--- config.mk ---
export PLATFORM = sky130hd
export DESIGN_NAME = rr_arbiter_8
export DESIGN_NICKNAME = d
export VERILOG_FILES = /design/src/rtl/rr_arbiter_8.sv
export SDC_FILE = /design/constraint.sdc
export NUM_CORES = 1
export LEC_CHECK = 0
export ABC_AREA = 0
export BUFFER_PORTS_ARGS = -buffer_cell sky130_fd_sc_hd__buf_2
export CAP_MARGIN = 30
export CORE_MARGIN = 2
export CORE_UTILIZATION = 58
export CTS_CLUSTER_SIZE = 8
export DETAILED_ROUTE_END_ITERATION = 16
export PLACE_DENSITY = 0.85
export SETUP_SLACK_MARGIN = 0.15
export SLEW_MARGIN = 40
export SYNTH_ARGS = -nofsm -noshare
export SYNTH_HDL_FRONTEND = slang
export SYNTH_SLANG_ARGS = --single-unit
--- constraint.sdc ---
create_clock -name clk -period 4.5 [get_ports clk]
set_input_delay 0.45 -clock clk [delete_from_list [all_inputs] [get_ports clk]]
set_output_delay 0.45 -clock clk [all_outputs]
set_load 0.05 [all_outputs]
--- src/rtl/rr_arbiter_8.sv ---
// Eight-way round-robin arbiter with a bounded hold time per owner.
// A released owner always passes through one idle cycle before the next grant.
module rr_arbiter_8 #(
  parameter int MAX_HOLD = 16
) (
  input  logic       clk,
  input  logic       rst,
  input  logic       en,
  input  logic [7:0] req,
  input  logic       done,
  output logic [7:0] grant,
  output logic [2:0] grant_idx,
  output logic       grant_valid,
  output logic       timeout
);

  typedef enum logic {IDLE, OWN} state_t;

  localparam logic [7:0] HoldMax = 8'(MAX_HOLD);

  state_t     state_q;
  logic [2:0] ptr_q;
  logic [2:0] idx_q;
  logic [7:0] hold_q;
  logic [7:0] grant_q;
  logic       valid_q;
  logic       timeout_q;

  logic [2:0] pick_d;
  logic       found_d;
  logic [2:0] cand;
  logic       relDone;
  logic       relDrop;
  logic       relHold;
  logic       relAny;

  // Scan requests starting at the pointer; the first set bit wins.
  always_comb begin
    found_d = 1'b0;
    pick_d  = ptr_q;
    cand    = '0;
    for (int k = 0; k < 8; k++) begin
      cand = ptr_q + 3'(k);
      if (!found_d && req[cand]) begin
        found_d = 1'b1;
        pick_d  = cand;
      end
    end
  end

  always_comb begin
    relDone = done;
    relDrop = !req[idx_q];
    relHold = (hold_q == HoldMax);
    relAny  = relDone | relDrop | relHold;
  end

  always_ff @(posedge clk) begin
    if (rst) begin
      state_q   <= IDLE;
      ptr_q     <= '0;
      idx_q     <= '0;
      hold_q    <= '0;
      grant_q   <= '0;
      valid_q   <= 1'b0;
      timeout_q <= 1'b0;
    end else begin
      timeout_q <= 1'b0;
      case (state_q)
        IDLE: begin
          if (en && found_d) begin
            state_q <= OWN;
            idx_q   <= pick_d;
            grant_q <= 8'd1 << pick_d;
            valid_q <= 1'b1;
            hold_q  <= 8'd1;
          end
        end
        OWN: begin
          if (relAny) begin
            state_q   <= IDLE;
            idx_q     <= '0;
            grant_q   <= '0;
            valid_q   <= 1'b0;
            hold_q    <= '0;
            ptr_q     <= idx_q + 3'd1;
            // Timeout only flags a release caused purely by the hold limit.
            timeout_q <= relHold & ~relDone & ~relDrop;
          end else if (hold_q != HoldMax) begin
            hold_q <= hold_q + 8'd1;
          end
        end
        default: state_q <= IDLE;
      endcase
    end
  end

  assign grant       = grant_q;
  assign grant_idx   = idx_q;
  assign grant_valid = valid_q;
  assign timeout     = timeout_q;

endmodule

# Word level (Yosys, flattened, before mapping)
# Index checks and enable logic that the tools add are counted.
dict set report totals {
  regBits 25
  word_cells 107
  input_bits 12
  rom_bits 0
  ramBits 0
  latchBits 0
  memories 0
}
dict set report op_classes {
  n_bitwise 7
  shift 1
  eq_ne 5
  reduce_logical 20
  mux 49
  n_addsub 9
  order_cmp 9
  n_div 0
  multipliers 0
}
# operator n
set ops {}
lappend ops {{$mux 8} 5}
lappend ops {{$lt 3x4->1 const B} 9}
lappend ops {{$pmux 8 s2} 2}
lappend ops {{$bmux 1 s3} 9}
lappend ops {{$mux 3} 9}
lappend ops {{$mux 1} 21}
lappend ops {{$add 3x3->3 const B} 4}
lappend ops {{$add 8x1->8 const B} 1}
lappend ops {{$eq 8x5->1 const B} 1}
lappend ops {{$logic_and 1x1->1} 8}
lappend ops {{$logic_not 1->1} 8}
lappend ops {{$ne 8x5->1 const B} 1}
lappend ops {{$shl 1x3->8 const A} 1}
lappend ops {{$add 3x1->3 const B} 2}
lappend ops {{$add 3x2->3 const B} 2}
lappend ops {{$pmux 3 s2} 1}
lappend ops {{$reduce_and 2->1} 3}
lappend ops {{$pmux 1 s2} 2}
lappend ops {{$ne 3x1->1 const B} 1}
lappend ops {{$not 1->1} 3}
lappend ops {{$reduce_or 3->1} 1}
lappend ops {{$and 1x1->1} 2}
lappend ops {{$ne 2x1->1 const B} 1}
lappend ops {{$ne 2x2->1 const B} 1}
lappend ops {{$or 1x1->1} 2}

# Depth between registers and ports, before layout
# Gate-level depths: netlist of the first run.
dict set report logic_depth {
  depth_word 27
  ltp_mapped 13
  depth_no_buf 9
}

# Worst setup path after synthesis of the first run
# OpenSTA, ideal clock, no wires.
dict set report synth_timing {
  kind {register -> register}
  from {register ptr_q[1]}
  to {register grant_q[4] (netlist: grant[4])}
  path_stages_with_launch 13
  t_required_ns 4.404
  setup_time_ns 0.096
  t_arrival_ns 3.381
  slack_ns 1.023
  period_less_slack_ns 3.477
  path_cell_list {dfxtp_1 -> clkbuf_1 -> buf_2 -> inv_1 -> ha_1 -> buf_6 -> mux2i_1 -> mux4_2 -> a22oi_4 -> nor4b_2 -> or4_4 -> and2_4 -> o41ai_2}
}
dict set report synth_via {
  elab_chain_cells 27
  elab_cells_between_ends 58
  cone_classes {add/sub: 7; eq/ne: 1; shift: 1; mux: 33; reduce/logical: 16}
}
# item line_no
set synth_rtl {}
lappend synth_rtl {{start, declared} 22} ;# logic [2:0] ptr_q;
lappend synth_rtl {{start signal, assigned} 86} ;# ptr_q <= idx_q + 3'd1;
lappend synth_rtl {{parallel branches: the longest is 27 deep, another holds $add 3x1->3} -}
lappend synth_rtl {{end signal, assigned} 74} ;# grant_q <= 8'd1 << pick_d;
lappend synth_rtl {{end, declared} 25} ;# logic [7:0] grant_q;
# Several ways; the timed one is not identified. The select of a mux whose other input is x is not followed.
# A chain may end at the register's enable or synchronous reset.

# Final worst setup path of the first run
dict set report layout_timing {
  from {register ptr_q[0]}
  to {register hold_q[7]}
}
dict set report layout_via {
  elab_chain_cells 27
  elab_cells_between_ends 48
  cone_classes {add/sub: 7; eq/ne: 1; mux: 24; reduce/logical: 16}
}
# item line_no
set layout_rtl {}
lappend layout_rtl {{parallel branches: the longest is 23 deep, another holds $add 3x1->3} -}
lappend layout_rtl {{$mux 1 (*)} 44} ;# if (!found_d && req[cand]) begin
lappend layout_rtl {{$logic_and 1x1->1 (*)} 71} ;# if (en && found_d) begin
lappend layout_rtl {{$ne 2x2->1 (no source line) (*)} -}
lappend layout_rtl {{$reduce_and 2->1 (no source line) (*)} -}
lappend layout_rtl {{end signal, assigned} 90} ;# hold_q <= hold_q + 8'd1;
lappend layout_rtl {{end, declared} 24} ;# logic [7:0] hold_q;
# Mark *: on every way between the ends. The select of a mux whose other input is x is not followed.

==> flow_metrics.tcl, run 1 <==
set metrics [dict create \
    avgSynthCellArea_sq_um 9.62 \
    postLayoutCellArea_sq_um 2220 \
    die-height_microns 63.8 \
    grt_pass1_vias 1779 \
    vias_per_cell 6.81 \
    pwr-share-comb 0.485 \
    antenna_found_initial 0 \
    crit_arrival_ns 3.71 \
    cts_root_buf "clkbuf_4" \
    ios 25 \
    dp.cells 280 \
    synthCells 216 \
    cts_max_path_buffers 2 \
    power_density_nw_per_um2 305 \
    routed_wl_mm 4.89 \
    drt-initial-drc-count 192 \
    clkPwrFrac 0.147 \
    dp_hpwl_mm 3.63 \
    yosys_warnings 0 \
    p_int_mw 0.400 \
    post_cts_buffers 0 \
    cts_buffers 3 \
    gr-total-overflow 0 \
    drive_above_1_share 0.261 \
    n_antenna_cell 0 \
    skew_ns 0.0113 \
    leakage_nw 0.894 \
    rows 21 \
    synth_edf_count 0 \
    clkTransAtPathRegs_ns 0.14 \
    dieArea_sq_um 4080 \
    clk_latency_ns 0.32 \
    final_common_cell "dfxtp_1" \
    die_w_microns 63.8 \
    grt_usage 0.251 \
    crit_fanout 13 \
    avgRoutedWirePerCell_microns 17.2 \
    required_ns 4.75 \
    dp_worst_setup_slack_ns 1.14 \
    crit_path_start_kind "flop" \
    grt_pass1_wl_mm 8.21 \
    critPathCaptureType "flop" \
    setup_violations 0 \
    coreArea_sq_um 3390 \
    rsz0062_at_grt "no" \
    final_antenna_net_count 0 \
    synth_seq_cells 25 \
    synthDistinctLibCells 57 \
    drv_slew 0 \
    hold_viol 0 \
    syn-cell-area_sq_um 2080 \
    yosys_most_used_dff "dfxtp_1" \
    cts_sinks 25 \
    seqPwrFrac 0.368 \
    final_cell_mix "dfxtp_1, buf_2, nor2_1, a21oi_1" \
    slew_headroom 0.533 \
    fin_crit_ns 3.46 \
    worstMarginPinSlew_ns 0.690 \
    status "complete, no violations" \
    tritoncts "yes" \
    vias 1934 \
    ys_seq_area_frac 0.241 \
    maxCapViolations 0 \
    synth-async-reset-ratio 0 \
    timing.final.crit_share 0.768 \
    vdd_ir_drop_max_uv 298 \
    io_buffers 24 \
    final_cell_count_no_fill 284 \
    remaining_drc_errors 0 \
    synthesis.nets 233 \
    grt_max_degree 22 \
    place.gp.congestion 0.912 \
    fmax_ghz 0.289 \
    switchingPower_mw 0.280 \
    hold_buffers 0 \
    ctsHtreeMaxLevel 1 \
    criticalPathCategory "flop to flop" \
    nNetsFinal 256 \
    hold_path.class "input port to flop" \
    fin_ws_ns 1.04 \
    drt-pass1-iter-count 5 \
    swShare 0.412 \
    setup_tns_ns 0 \
    area_growth_pct 7.05 \
    cts_resized 0 \
    start_util 0.613 \
    p_total_mw 0.679 \
    place_area_sq_um 2200 \
]
-- power by group through the flow --
stage / logic, mW / clock network, mW / registers (mW)
after floorplan: 0.235 / 0 / 0.281
after global placement: 0.316 / 0 / 0.254
after detailed placement: 0.322 / 0 / 0.255
after CTS: 0.323 / 0.102 / 0.250
after global routing: 0.356 / 0.108 / 0.252
final: 0.329 / 0.0999 / 0.250
-- registers in the layout (all words and copies together) (netlist names) --
register     flops
grant            8
grant_valid      1
state_q          1
timeout          1
ptr_q            3
grant_idx        3
hold_q           8
-- Yosys cell counts, types with 2 or more instances --
library cell | count | area (sq um)
o21ai_1 | 2 | 10.0
nand3_1 | 15 | 75.1
a21oi_1 | 16 | 80.1
a211oi_1 | 2 | 15.0
o21ai_0 | 9 | 45.0
mux2i_1 | 8 | 80.1
o41ai_2 | 4 | 65.1
ha_1 | 5 | 62.6
and2b_2 | 2 | 17.5
xor2_1 | 4 | 35.0
mux4_2 | 8 | 180
and3_1 | 3 | 18.8
a22oi_1 | 2 | 15.0
a21o_1 | 2 | 15.0
nor2_1 | 17 | 63.8
clkbuf_1 | 3 | 11.3
nand2b_1 | 2 | 12.5
nor2b_1 | 4 | 25.0
inv_1 | 8 | 30.0
nand2_1 | 15 | 56.3
mux4_1 | 6 | 158
buf_6 | 2 | 22.5
nor4b_1 | 2 | 17.5
o31ai_1 | 6 | 45.0
or3_1 | 2 | 12.5
clkbuf_8 | 3 | 41.3
a221oi_1 | 2 | 17.5
mux2_2 | 2 | 22.5
dfxtp_1 | 25 | 500
a211o_2 | 3 | 30.0
nand3b_1 | 6 | 45.0
-- cell families after synthesis --
group                    synth area share
multiplexers                        0.219
adder cells (fa/ha/maj)            0.0301
AND/OR/NAND/NOR                     0.204
XOR/XNOR                           0.0169
AO/OA/AOI/OAI                       0.234
flip-flops                          0.241
buffers and inverters              0.0548
-- critical path, cell delays in order, from the launching register on --
cell and delay [ns]:
dfxtp_1 0.35, inv_1 0.08, ha_1 0.61, mux4_1 0.65
or2b_2 0.21, nand3b_1 0.18, o41a_2 0.54, nor2_1 0.42
o21ai_0 0.18, a21oi_1 0.15
-- path summary, 6_finish.rpt --
kind	slack (ns)	from	to	cells past startpoint
max reg2reg	1.04	ptr_q[0]$_SDFFE_PP0P_	hold_q[7]$_SDFFE_PP0P_	9
min reg2reg	0.47	grant[2]$_SDFFE_PP0P_	grant[2]$_SDFFE_PP0P_	2
max	1.04	ptr_q[0]$_SDFFE_PP0P_	hold_q[7]$_SDFFE_PP0P_	9
min	0.46	done	timeout$_SDFF_PP0_	3
-- per-stage QoR --
stage / hold WS [ns] / util
final: 0.461 / 0.656
after global routing: 0.449 / 0.656
after CTS: 0.446 / 0.656
after detailed placement: 0.461 / 0.648
after global placement: 0.456 / 0.648
after floorplan: 0.458 / -
-- area by class of cell --
class	instances	area, sq um
Multi-Input combinational cell	173	1460
Tap cell	46	57.6
Sequential cell	25	500
Inverter	9	33.8
Timing Repair Buffer	27	143
Fill cell	262	1170
Clock buffer	4	26.3
-- routing by layer --
layer	part of all wire	global-route usage	vias to the layer above
li1	-	-	887
met1	0.42	0.325	920
met2	0.48	0.428	106
met3	0.074	0.0352	21
met4	0.023	0.0842	0
met5	0	0	-
Note: power is estimated with default switching activity, not from simulation.
==> run 2, diff against run 1 <==
--- a/config.mk
+++ b/config.mk
@@ -5,14 +5,14 @@
 export SDC_FILE = /design/constraint.sdc
 export NUM_CORES = 1
 export LEC_CHECK = 0
-export ABC_AREA = 0
+export ABC_AREA = 1
 export BUFFER_PORTS_ARGS = -buffer_cell sky130_fd_sc_hd__buf_2
 export CAP_MARGIN = 30
 export CORE_MARGIN = 2
-export CORE_UTILIZATION = 58
+export CORE_UTILIZATION = 52
 export CTS_CLUSTER_SIZE = 8
 export DETAILED_ROUTE_END_ITERATION = 16
-export PLACE_DENSITY = 0.85
+export PLACE_DENSITY = 0.81
 export SETUP_SLACK_MARGIN = 0.15
 export SLEW_MARGIN = 40
 export SYNTH_ARGS = -nofsm -noshare
==> constraint.sdc (replaced) <==
create_clock -name clk -period 3.09 [get_ports clk]
set_input_delay 0.309 -clock clk [delete_from_list [all_inputs] [get_ports clk]]
set_output_delay 0.309 -clock clk [all_outputs]
set_load 0.05 [all_outputs]
==> run 2 against run 1 <==
- non-clock buffer count unchanged
- register-to-register slack got worse by 0.61 ns
- sequential cell count unchanged
- worst hold slack got worse by 0.076 ns
- setup slack got worse by 0.61 ns
- sequential power increased by 62%
- synthesized area decreased by 5.1%
- utilization decreased by 5.9 points
- design area decreased by 1.6%
- final cell count increased by 38%
- critical path type unchanged
- largest cell class unchanged
==> flow_metrics.tcl, run 2 <==
set metrics [dict create \
    status "complete, no violations" \
    vias_per_cell 5.17 \
    grt_usage 0.226 \
    synth_top_cell_area_share 0.254 \
    clkPwrFrac 0.133 \
    slew_headroom 0.599 \
    avgSynthCellArea_sq_um 6.22 \
    fmax_ghz 0.377 \
    setup_tns_ns 0 \
    cts_resized 0 \
    cts_sinks 25 \
    p_total_mw 1.44 \
    coreArea_sq_um 3660 \
    nNetsFinal 361 \
    skew_ns 0.00788 \
    crit_arrival_ns 2.86 \
    synth-async-reset-ratio 0 \
    cts_buffers 3 \
    antenna_found_initial 0 \
    critPathCaptureType "flop" \
    rsz0062_at_grt "no" \
    place.gp.congestion 0.941 \
    tritoncts "yes" \
    clkTransAtPathRegs_ns 0.09 \
    die-height_microns 65.6 \
    routed_wl_mm 4.42 \
    swShare 0.510 \
    area_growth_pct 11.0 \
    p_int_mw 0.706 \
    drt-pass1-iter-count 4 \
    maxCapViolations 0 \
    worstMarginPinSlew_ns 0.600 \
    switchingPower_mw 0.735 \
    fin_ws_ns 0.437 \
    ios 25 \
    dp_hpwl_mm 3.48 \
    post_cts_buffers 0 \
    grt_pass1_vias 1819 \
    holdPathStages 4 \
    die_w_microns 65.6 \
    yosysTopAreaCell "dfxtp_1" \
    startpoint "ptr_q[0]$_SDFFE_PP0P_" \
    synthesis.nets 334 \
    cts_max_path_buffers 2 \
    hold_path.class "input port to flop" \
    yosysMostFrequentCell "nand2_1" \
    vias 2023 \
    fin_crit_ns 2.65 \
    final_cell_mix "nand2_1, nand3_1, nor2_1, inv_1, dfxtp_1" \
    synthDistinctLibCells 35 \
    setup_violations 0 \
    final_cell_count_no_fill 391 \
    ctsHtreeMaxLevel 1 \
    syn-cell-area_sq_um 1970 \
    crit_path_end "grant[4]$_SDFFE_PP0P_" \
    r2r_end "grant[4]$_SDFFE_PP0P_" \
    yosys_warnings 0 \
    crit_path_start_kind "flop" \
    final_util 0.597 \
    synth.top_cells.by_area "dfxtp_1, nand2_1, nand3_1" \
    n_antenna_cell 0 \
    required_ns 3.30 \
    pwr-share-comb 0.587 \
    synthCells 317 \
    start_util 0.538 \
    drive_above_1_share 0.198 \
    r2r_start "ptr_q[0]$_SDFFE_PP0P_" \
    gr-total-overflow 0 \
    r2r_slack_ns 0.44 \
    yosys_most_used_dff "dfxtp_1" \
    reg2reg_depth 17 \
    criticalPathCategory "flop to flop" \
    power_density_nw_per_um2 659 \
    drv_slew 0 \
    vdd_ir_drop_max_uv 434 \
    crit_fanout 14 \
    hold_viol 0 \
    hold_buffers 0 \
    cts_root_buf "clkbuf_8" \
    synth_seq_cells 25 \
    seqPwrFrac 0.281 \
    timing.final.crit_share 0.859 \
    avgRoutedWirePerCell_microns 11.3 \
    final_common_cell "nand2_1" \
    final_antenna_net_count 0 \
    rows 22 \
    remaining_drc_errors 0 \
    ys_seq_area_frac 0.254 \
    dp.cells 387 \
    clk_latency_ns 0.27 \
    drt-initial-drc-count 121 \
    grt_pass1_wl_mm 7.75 \
    dieArea_sq_um 4300 \
    synth_common_cells "nand2_1, nand3_1, nor2_1" \
    dp_worst_setup_slack_ns 0.346 \
    io_buffers 24 \
    synth_edf_count 0 \
    grt_max_degree 23 \
    leakage_nw 1.03 \
]
[run 2: cell types whose count changed in the layout (fill, tap and decap cells not counted), moves of 7 or more]
cell and change:
nor2_1 +17, nand2_1 +76, mux2i_1 -7, nand2_2 +14, inv_1 +22, nand3_1 +28, mux4_2 -8, a21oi_2 +7
[run 2: worst min path at each step]
| stage | endpoint | startpoint | slack, ns |
|---|---|---|---|
| 2_1_floorplan | timeout$_SDFF_PP0_ | rst | 0.38 |
| 3_3_place_gp | grant[5]$_SDFFE_PP0P_ | grant[5]$_SDFFE_PP0P_ | 0.46 |
| 3_5_place_dp | grant[7]$_SDFFE_PP0P_ | grant[7]$_SDFFE_PP0P_ | 0.47 |
| 4_1_cts | hold_q[0]$_SDFFE_PP0P_ | en | 0.38 |
| 5_1_grt | hold_q[0]$_SDFFE_PP0P_ | en | 0.40 |
| 6_report | hold_q[0]$_SDFFE_PP0P_ | en | 0.38 |
[run 2: cell type report]
cell class,instances,area (sq um)
Fill cell,375,1470
Multi-Input combinational cell,250,1280
Sequential cell,25,500
Inverter,37,155
Timing Repair Buffer,27,143
Tap cell,48,60.1
Clock buffer,3,41.3
Clock inverter,1,5.00
[run 2: worst max-delay path, cell delays in order (launching register included)]
cell and delay, ns:
dfxtp_1 0.34, inv_4 0.15, ha_2 0.35, inv_2 0.12, nand3_1 0.10, nand2_1 0.08
nor2_1 0.05, nor2_1 0.23, nand4_4 0.16, nor2_4 0.15, nand2_1 0.08, o21ai_2 0.20
nand2_2 0.09, clkinv_2 0.13, nor2_4 0.08, clkinv_8 0.10, nand2_2 0.05, a21oi_2 0.12
[run 2: metal layers]
layer	vias up	track usage	share of wire
met2	60	0.384	0.45
met4	0	0.0365	0.0077
met3	4	0.0394	0.058
li1	1076	-	-
met5	-	0	0
met1	883	0.303	0.48
[run 2: per-stage QoR]
stage / instance area (sq um) / hold slack, ns
floorplan: 1970 / 0.385
CTS: 2180 / 0.382
detailed placement: 2140 / 0.465
finish: 2190 / 0.385
global route: 2190 / 0.401
global placement: 2140 / 0.460
[run 2: power by group through the flow]
stage	combinational, mW	sequential (mW)	clock [mW]
2_1_floorplan	0.589	0.491	0
4_1_cts	0.838	0.405	0.197
6_report	0.845	0.404	0.191
5_1_grt	0.954	0.411	0.206
3_5_place_dp	0.830	0.411	0
3_3_place_gp	0.824	0.411	0
[run 2: cells by family (layout without fill, tap and decap cells)]
| kind of cell | after synthesis | count (layout) | share of synthesized area |
|---|---|---|---|
| and+or+nand+nor | 196 | 196 | 0.451 |
| buffers and inverters | 42 | 68 | 0.0978 |
| AOI/OAI and AO/OA | 40 | 40 | 0.124 |
| DFF | 25 | 25 | 0.254 |
| xor gates and xnor gates | 8 | 8 | 0.0356 |
| adders and majority gates | 5 | 5 | 0.0317 |
| muxes | 1 | 1 | 0.00508 |
==> run 3, diff against run 2 <==
--- a/config.mk
+++ b/config.mk
@@ -9,10 +9,11 @@
 export BUFFER_PORTS_ARGS = -buffer_cell sky130_fd_sc_hd__buf_2
 export CAP_MARGIN = 30
 export CORE_MARGIN = 2
-export CORE_UTILIZATION = 52
+export CORE_UTILIZATION = 45
 export CTS_CLUSTER_SIZE = 8
 export DETAILED_ROUTE_END_ITERATION = 16
-export PLACE_DENSITY = 0.81
+export PLACE_DENSITY = 0.72
+export RECOVER_POWER = 25
 export SETUP_SLACK_MARGIN = 0.15
 export SLEW_MARGIN = 40
 export SYNTH_ARGS = -nofsm -noshare
==> run 3 against run 2 <==
- sequential cell count did not move
- clock power is 2% higher
- sequential share of layout area up 0.053 points
- first-iteration DRC count grew 27%
- setup slack got worse by 0.0013 ns
- highest routed layer unchanged
- worst hold slack lost 0.018 ns
- non-clock buffer count did not move
- final cell count rose by 1.0%
- global-route usage shrank 3.0 points
- utilization fell by 8.9 points
==> flow_metrics.tcl, run 3 (synthesis gave the netlist of run 2 again) <==
set metrics [dict create \
    timing.final.crit_share 0.859 \
    die_w_microns 70.2 \
    rows 24 \
    avgRoutedWirePerCell_microns 11.3 \
    gr-total-overflow 0 \
    skew_ns 0.00865 \
    required_ns 3.30 \
    clkPwrFrac 0.136 \
    place_area_sq_um 2140 \
    cts_sinks 25 \
    dieArea_sq_um 4920 \
    drt-initial-drc-count 154 \
    coreArea_sq_um 4290 \
    io_buffers 24 \
    final_common_cell "nand2_1" \
    rsz0062_at_grt "no" \
    n_fill_cell 456 \
    p_total_mw 1.44 \
    hold_viol 0 \
    cts_max_path_buffers 2 \
    n_antenna_cell 0 \
    drive_above_1_share 0.172 \
    ctsHtreeMaxLevel 1 \
    switchingPower_mw 0.734 \
    critPathCaptureType "flop" \
    grt_usage 0.196 \
    grt_max_degree 23 \
    path_common_cell "nor2_4" \
    criticalPathCategory "flop to flop" \
    final_cell_mix "nand2_1, nand3_1, nor2_1, inv_1, dfxtp_1" \
    cts_resized 0 \
    pwr-share-comb 0.585 \
    cts_root_buf "clkbuf_8" \
    setup_tns_ns 0 \
    clkTransAtPathRegs_ns 0.09 \
    swShare 0.510 \
    crit_chain "inv_2, ha_2, inv_2, nand3_1, nand3_1, nand2_1, nor2_4, nand4_4, nor2_4, nand2_1, o21ai_2, nand2_2, clkinv_2, nor2_4, clkinv_8, nand2_2, a21oi_2" \
    setup_violations 0 \
    vias 2030 \
    cp_slowest_stage_delay_ns 0.35 \
    place.gp.congestion 0.888 \
    slew_headroom 0.605 \
    crit_arrival_ns 2.86 \
    die-height_microns 70.2 \
    crit_fanout 9 \
    worstMarginPinSlew_ns 0.596 \
    drv_slew 0 \
    postLayoutCellArea_sq_um 2180 \
    ios 25 \
    crit_path_start_kind "flop" \
    fmax_ghz 0.377 \
    routed_wl_mm 4.48 \
    hold_buffers 0 \
    power_density_nw_per_um2 659 \
    status "complete, no violations" \
    leakage_nw 0.990 \
    post_cts_buffers 0 \
    cts_buffers 3 \
    fin_crit_ns 2.65 \
    hold_path.class "input port to flop" \
    area_growth_pct 10.7 \
    grt_pass1_vias 1849 \
    worst_path_max_delay_cell "ha_2" \
    vias_per_cell 5.14 \
    multi_input_area_sq_um 1280 \
    seq_area_sq_um 500 \
    vdd_ir_drop_max_uv 385 \
    tritoncts "yes" \
    start_util 0.459 \
    maxCapViolations 0 \
    drt-pass1-iter-count 4 \
    final_antenna_net_count 0 \
    antenna_found_initial 0 \
    grt_pass1_wl_mm 7.94 \
    clk_latency_ns 0.27 \
    nNetsFinal 361 \
    dp_hpwl_mm 3.52 \
    p_int_mw 0.705 \
    remaining_drc_errors 0 \
    seqPwrFrac 0.280 \
]
-- run 3: critical path: cells and delay by family (launching register included) --
kind / cells / cell delay, ns
AOI/OAI and AO/OA: 2 / 0.32
adders and majority gates: 1 / 0.35
buffers and inverters: 4 / 0.50
DFF: 1 / 0.32
and+or+nand+nor: 10 / 1.09
-- run 3: through the flow --
stage | hold WS, ns | worst slack [ns] | utilization | std cells
after floorplan | 0.385 | 0.459 | - | 317
after global routing | 0.383 | 0.148 | 0.508 | 395
after CTS | 0.366 | 0.374 | 0.509 | 395
after detailed placement | 0.464 | 0.387 | 0.499 | 391
after global placement | 0.453 | 0.480 | 0.499 | 391
final | 0.366 | 0.435 | 0.508 | 395
-- run 3: final cells by class --
class	count	area share
multi-input cells	250	0.589
flip-flops and latches	25	0.229
inverters	37	0.0711
repair buffers	27	0.0602
well taps	52	0.0298
clock buffers	4	0.0206
-- run 3: path summary, 6_finish.rpt --
check,start,to,slack (ns),depth (start not counted)
setup reg to reg,ptr_q[1]$_SDFFE_PP0P_,grant[5]$_SDFFE_PP0P_,0.44,17
hold / removal,en,hold_q[0]$_SDFFE_PP0P_,0.37,4
hold reg to reg,hold_q[7]$_SDFFE_PP0P_,hold_q[7]$_SDFFE_PP0P_,0.47,2
setup / recovery,ptr_q[1]$_SDFFE_PP0P_,grant[5]$_SDFFE_PP0P_,0.44,17
-- run 3: power groups by stage --
stage | Sequential (mW) | Combinational, mW | Clock, mW
4_1_cts | 0.403 | 0.839 | 0.200
3_3_place_gp | 0.410 | 0.834 | 0
3_5_place_dp | 0.410 | 0.836 | 0
6_report | 0.402 | 0.841 | 0.195
2_1_floorplan | 0.491 | 0.589 | 0
5_1_grt | 0.409 | 0.948 | 0.213
-- run 3: routing by layer --
metal,track usage,vias up,wire length (microns)
met1,0.262,899,2110
met2,0.315,46,2070
met3,0.0346,7,220
met4,0.0705,0,76
met5,0,-,0
li1,-,1078,-
